File: config.mk
export PLATFORM = sky130hd
export DESIGN_NAME = vx_index_decoder
export DESIGN_NICKNAME = d
export VERILOG_FILES = /design/src/rtl/vx_index_decoder_pkg.sv /design/src/rtl/vx_onehot_decode.sv /design/src/rtl/vx_index_decoder.sv
export SDC_FILE = /design/constraint.sdc
export NUM_CORES = 1
export LEC_CHECK = 0
export ABC_CLOCK_PERIOD_IN_PS = 3740
export CORE_AREA = 2 2 39 41
export DETAILED_ROUTE_END_ITERATION = 8
export DIE_AREA = 0 0 41 43
export GPL_TIMING_DRIVEN = 0
export PLACE_DENSITY = 0.65
export SKIP_LAST_GASP = 1
export SYNTH_ARGS = -nofsm -noshare
export SYNTH_HDL_FRONTEND = slang
export SYNTH_HIERARCHICAL = 1
export SYNTH_SLANG_ARGS = --single-unit
File: constraint.sdc
create_clock -name clk -period 3.74 [get_ports clk]
set_input_delay 0.748 -clock clk [delete_from_list [all_inputs] [get_ports clk]]
set_output_delay 0.748 -clock clk [all_outputs]
set_load 0.02 [all_outputs]
File: src/rtl/vx_index_decoder_pkg.sv
// Shared types and width helpers for the index decoder slice.
// Widths follow LOG2UP(N): at least one index bit, even when N is 1.
package vx_index_decoder_pkg;

  typedef enum logic {
    ACCUM = 1'b0,
    HOLD  = 1'b1
  } state_t;

  function automatic int log2Up(input int n);
    return (n > 1) ? $clog2(n) : 1;
  endfunction

  // One extra bit so a fully populated mask (count == N) still fits.
  function automatic int countWidth(input int n);
    return log2Up(n) + 1;
  endfunction

endpackage

File: src/rtl/vx_onehot_decode.sv
// Combinational index-to-bit decoder.
// Indices at or beyond N decode to an all-zero mask and report in_range_o=0.
module vx_onehot_decode
  import vx_index_decoder_pkg::*;
#(
  parameter int N       = 4,
  parameter bit REVERSE = 1'b0,
  localparam int LN     = log2Up(N)
) (
  input  logic [LN-1:0] index_i,
  output logic [N-1:0]  onehot_o,
  output logic          in_range_o
);

  // Bit b is hit by exactly one in-range index, so out-of-range codes match nothing.
  always_comb begin
    onehot_o = '0;
    for (int b = 0; b < N; b++) begin
      onehot_o[b] = (index_i == LN'(REVERSE ? (N - 1 - b) : b));
    end
  end

  assign in_range_o = ({1'b0, index_i} < (LN + 1)'(N));

endmodule

File: src/rtl/vx_index_decoder.sv
// Rebuilds an N-bit mask from a stream of encoded indices; emits it when the last beat lands.
// Optional err output for duplicate/out-of-range beats: define VX_INDEX_DECODER_ERR_EN.
module vx_index_decoder
  import vx_index_decoder_pkg::*;
#(
  parameter int N       = 4,
  parameter bit REVERSE = 1'b0,
  localparam int LN     = log2Up(N),
  localparam int CW     = countWidth(N)
) (
  input  logic          clk,
  input  logic          reset,
  input  logic          in_valid,
  input  logic [LN-1:0] in_index,
  input  logic          in_last,
  output logic          in_ready,
  output logic          out_valid,
  output logic [N-1:0]  out_mask,
  output logic [CW-1:0] out_count,
  input  logic          out_ready
`ifdef VX_INDEX_DECODER_ERR_EN
  ,
  output logic          err
`endif
);

  state_t        state_q, state_d;
  logic [N-1:0]  mask_q, mask_d;
  logic [CW-1:0] count_q, count_d;

  logic [N-1:0]  onehot;
  logic          inRange;
  logic [N-1:0]  beatBits;
  logic          beatIsNew;
  logic          inFire;
  logic          outFire;

  vx_onehot_decode #(
    .N       (N),
    .REVERSE (REVERSE)
  ) uDecode (
    .index_i    (in_index),
    .onehot_o   (onehot),
    .in_range_o (inRange)
  );

  assign beatBits  = inRange ? onehot : '0;
  assign beatIsNew = |(beatBits & ~mask_q);

  // In HOLD the input only advances when the held mask leaves in the same cycle.
  assign out_valid = (state_q == HOLD);
  assign in_ready  = (state_q == ACCUM) || out_ready;
  assign inFire    = in_valid && in_ready;
  assign outFire   = out_valid && out_ready;
  assign out_mask  = mask_q;
  assign out_count = count_q;

  always_comb begin
    state_d = state_q;
    mask_d  = mask_q;
    count_d = count_q;
    case (state_q)
      ACCUM: begin
        if (inFire) begin
          mask_d  = mask_q | beatBits;
          count_d = count_q + CW'(beatIsNew);
          if (in_last) state_d = HOLD;
        end
      end
      HOLD: begin
        if (outFire) begin
          if (inFire) begin
            mask_d  = beatBits;
            count_d = CW'(|beatBits);
            state_d = in_last ? HOLD : ACCUM;
          end else begin
            mask_d  = '0;
            count_d = '0;
            state_d = ACCUM;
          end
        end
      end
      default: state_d = ACCUM;
    endcase
  end

  always_ff @(posedge clk) begin
    if (!reset) begin
      state_q <= ACCUM;
      mask_q  <= '0;
      count_q <= '0;
    end else begin
      state_q <= state_d;
      mask_q  <= mask_d;
      count_q <= count_d;
    end
  end

`ifdef VX_INDEX_DECODER_ERR_EN
  logic err_q, err_d;
  logic beatBad;

  // A beat arriving alongside an out fire starts a fresh mask, so it cannot be a duplicate.
  assign beatBad = inFire && (!inRange || ((state_q == ACCUM) && (|(onehot & mask_q))));

  always_comb begin
    err_d = err_q;
    if (state_q == ACCUM) begin
      err_d = err_q | beatBad;
    end else if (outFire) begin
      err_d = beatBad;
    end
  end

  always_ff @(posedge clk) begin
    if (!reset) err_q <= 1'b0;
    else        err_q <= err_d;
  end

  assign err = err_q;
`endif

endmodule

==> impl_metrics.csv <==
group,metric,value,unit
status,status,"finished, final reports clean",
logic_synthesis,synth-xor-area-share,0,%
logic_synthesis,synth_sequential_area_ratio,34.13,%
grt,global_route_wire_length_before_repair,1.835,mm
clock_network,cts_hold_repair.buffers,0,
logic_synthesis,muxShareOfSynthArea,0,%
power,total_leakage_power,0.2562,nW
clock_network,clk_pin_slew,60,ps
placement,io_buf_count,15,
placement,dp_slack,734.6,ps
logic_synthesis,mappedNetlistNets,66,
grt,globalRoute.totalOverflow,0,
worst_setup_path,timing.reg2reg.setup_slack,2260,ps
grt,first_global_vias,423,
worst_setup_path,start_kind,"input port",
logic_synthesis,synth.yosys.warnings,6,
worst_setup_path,cp_common_cell,"clkdlybuf4s50_1",
placement,placement.cell_area,639.4,um^2
power,power.ir.vdd_worst,0.1202,mV
worst_setup_path,timing.critical_path.buf_inv,3,
worst_setup_path,largest_stage_delay_on_the_critical_path,640,ps
grt,maximum_number_of_pins_on_one_net_before_global_route_repair,10,
worst_setup_path,ff2ff_path_depth,7,
worst_setup_path,worstPathCellList,"clkdlybuf4s50_1 > and2b_1 > inv_1 > clkdlybuf4s50_1",
sta,timing.setup.tns,0,ps
worst_hold_path,timing.hold.worst_path_depth,2,
route,drc,0,
finish,layout_nets,86,
power,cellPowerDensity,311.5,nW/um^2
clock_network,cts_tree,"built",
worst_setup_path,timing.critical_path.max_delay_family,"buffers and inverters",
grt,grt_antenna_before_repair,0,
logic_synthesis,compound_cell_area_share_of_the_yosys_netlist,26.13,%
sta,rsz0062_at_grt,"false",
clock_network,post-cts-setup-buffers,0,
finish,final_layout_size_suffix_gt1_share,13.33,%
worst_setup_path,worst_r2r_startpoint,"out_mask[0]$_SDFFE_PN0P_",
finish,finish.instance_area,661.9,um^2
floorplanning,die_area,1763,um^2
sta,setup_viol_count_final,0,
worst_setup_path,critPathSlowestCell,"clkdlybuf4s50_1",
logic_synthesis,largest_family_of_logic_cells_by_synthesized_area,"compound AO/OA/AOI/OAI gates",
logic_synthesis,synthesis.area,469.2,um^2
route,wl_per_cell,12.21,um
worst_setup_path,cp-end-kind,"output pin",
logic_synthesis,yosys_register_bits,8,
worst_setup_path,setup.worst_path.class,"in -> out",
finish,area_growth,41.07,%
worst_hold_path,hp-class,"reg -> reg",
clock_network,cts-root-buf,"clkbuf_4",
sta,fin_hold_ws,511.8,ps
logic_synthesis,synth.lib_cells_used.distinct,25,
sta,finalCriticalPeriod,2999,ps
clock_network,cts-buffers-inserted,3,
clock_network,total_number_of_clock_tree_sinks,8,
sta,post-route-worst-setup-slack,740.8,ps
placement,gp_congestion,0.7332,
floorplanning,i_o_pins,16,
worst_setup_path,critical_path.max_fanout,6,
worst_hold_path,worst_hold_path.endpoint,"out_count[1]$_SDFFE_PN0P_",
sta,final_worst_path_period_share,80.19,%
floorplanning,placement_rows,14,
route,vias_per_cell,5.055,
worst_setup_path,crit-reg2reg-capture,"out_count[2]$_SDFFE_PN0P_",
floorplanning,coreArea,1384,um^2
sta,clock.fmax,0.3334,GHz
clock_network,max-clock-path-buffers,2,
clock_network,clk_latency,250,ps
placement,hpwlAfterDp,778.9,um
route,detailedRoute.firstPassIterationCount,4,
clock_network,ctsResizeCount,0,
grt,grt_usage,15.16,%
floorplanning,die_h,43,um
route,vias_after_detailed_routing,460,
floorplanning,start_util,33.91,%
sta,timing.final.hold_violations,0,
logic_synthesis,avgSynthCellArea,8.232,um^2
route,detail-route-antenna-nets,0,
worst_setup_path,arrival,2250,ps
sta,finalMaxSlewViolations,0,
flow_run,drv_cap,0,
finish,n_antenna_cell,0,
logic_synthesis,synth_adder_area_share,5.333,%
worst_hold_path,timing.hold.worst.start,"out_count[1]$_SDFFE_PN0P_",
clock_network,clock_tree.htree_level_count,1,
route,route.final.wire_length,1.111,mm
logic_synthesis,synthSimpleGateAreaFrac,25.60,%
sta,clock-skew-final,1.328,ps
worst_setup_path,required,2990,ps
logic_synthesis,synthCells,57,
floorplanning,die_w,41,um
route,detail_route.iter0.violations,12,
==> worst max-delay path by stage <==
stage | startpoint | depth (start not counted) | end | slack, ps
global route | out_ready | 4 | in_ready | 670
CTS | out_ready | 4 | in_ready | 730
detailed placement | out_ready | 4 | in_ready | 730
finish | out_ready | 4 | in_ready | 740
floorplan | in_index[0] | 9 | out_count[2]$_SDFFE_PN0P_ | 1720
global placement | out_ready | 4 | in_ready | 730
==> per-layer routing <==
metal | wire (um) | global-route usage [%] | vias to the layer above | part of all wire, %
li1 | - | - | 237 | -
met1 | 533 | 19.94 | 208 | 48
met2 | 519 | 23.13 | 11 | 47
met3 | 32 | 3.141 | 4 | 2.9
met4 | 25 | 6.000 | 0 | 2.3
met5 | 0 | 0 | - | 0
==> logic make-up after synthesis <==
family | Yosys count
and+or+nand+nor | 19
adders and majority gates | 2
buffers and inverters | 7
other | 1
AOI/OAI and AO/OA | 20
DFF | 8
==> layout make-up <==
class                   instances  area (um^2)
well taps                      16        20.02
inverters                       5        18.77
clock buffers                   3        22.52
plain buffers                   2        18.77
multi-input cells              42        271.5
flip-flops and latches          8        160.2
fillers                       140        721.9
repair buffers                 15        150.1
==> sequential cells by signal, indices dropped and copies added, names as in the netlist <==
name       flops
out_valid      1
out_mask       4
out_count      3
==> layout by cell type, fill, tap and decap left out, types with 2 or more instances in the layout <==
cell	instances
inv_1	5
a31oi_1	4
clkbuf_4	3
ha_1	2
o21ai_0	3
nor2_1	3
a21boi_0	3
dfxtp_1	8
o22ai_1	2
a21oi_1	6
nand2_1	2
clkdlybuf4s50_1	15
nor3b_1	4
and2_2	2
==> where the power goes <==
group	internal, mW	switching [mW]	leakage, nW	total, mW
Combinational	0.0248	0.0215	0.177	0.0463
Sequential	0.0889	0.00337	0.0652	0.0922
Clock	0.0368	0.0308	0.0138	0.0676
==> worst reg2reg max path, delay by kind of cell, from the launching register on <==
kind            cells  cell delay (ps)
compound gates      5              690
fa+ha+maj           2              370
flops               1              350
==> synthesized netlist by cell type <==
cell | instances | area share, %
nor2b_1 | 1 | 1.3
a21boi_0 | 3 | 4.8
and2b_1 | 1 | 1.6
buf_4 | 1 | 1.6
ha_1 | 2 | 5.3
or2b_2 | 1 | 1.9
o21ba_2 | 1 | 2.1
o21a_1 | 1 | 1.6
dfxtp_1 | 8 | 34
o22ai_1 | 2 | 2.7
and2b_2 | 1 | 1.9
buf_6 | 1 | 2.4
a21oi_1 | 6 | 6.4
and2_2 | 2 | 3.2
nor2_1 | 3 | 2.4
nand3b_1 | 1 | 1.6
conb_1 | 1 | 0.80
or4_1 | 1 | 1.6
a31oi_1 | 4 | 5.3
nor3b_1 | 4 | 6.4
nand2_1 | 2 | 1.6
inv_1 | 5 | 4.0
nand3_1 | 1 | 1.1
o21ai_0 | 3 | 3.2
nor3_1 | 1 | 1.1
==> per-stage QoR <==
step | total power [mW] | util [%] | std cells
2_1_floorplan | 0.1195 | - | 57
3_3_place_gp | 0.1389 | 46.20 | 88
3_5_place_dp | 0.1395 | 46.20 | 88
4_1_cts | 0.2086 | 47.83 | 91
5_1_grt | 0.2192 | 47.83 | 91
6_report | 0.2062 | 47.83 | 91
No activity file was read; power rests on OpenSTA's default activity.
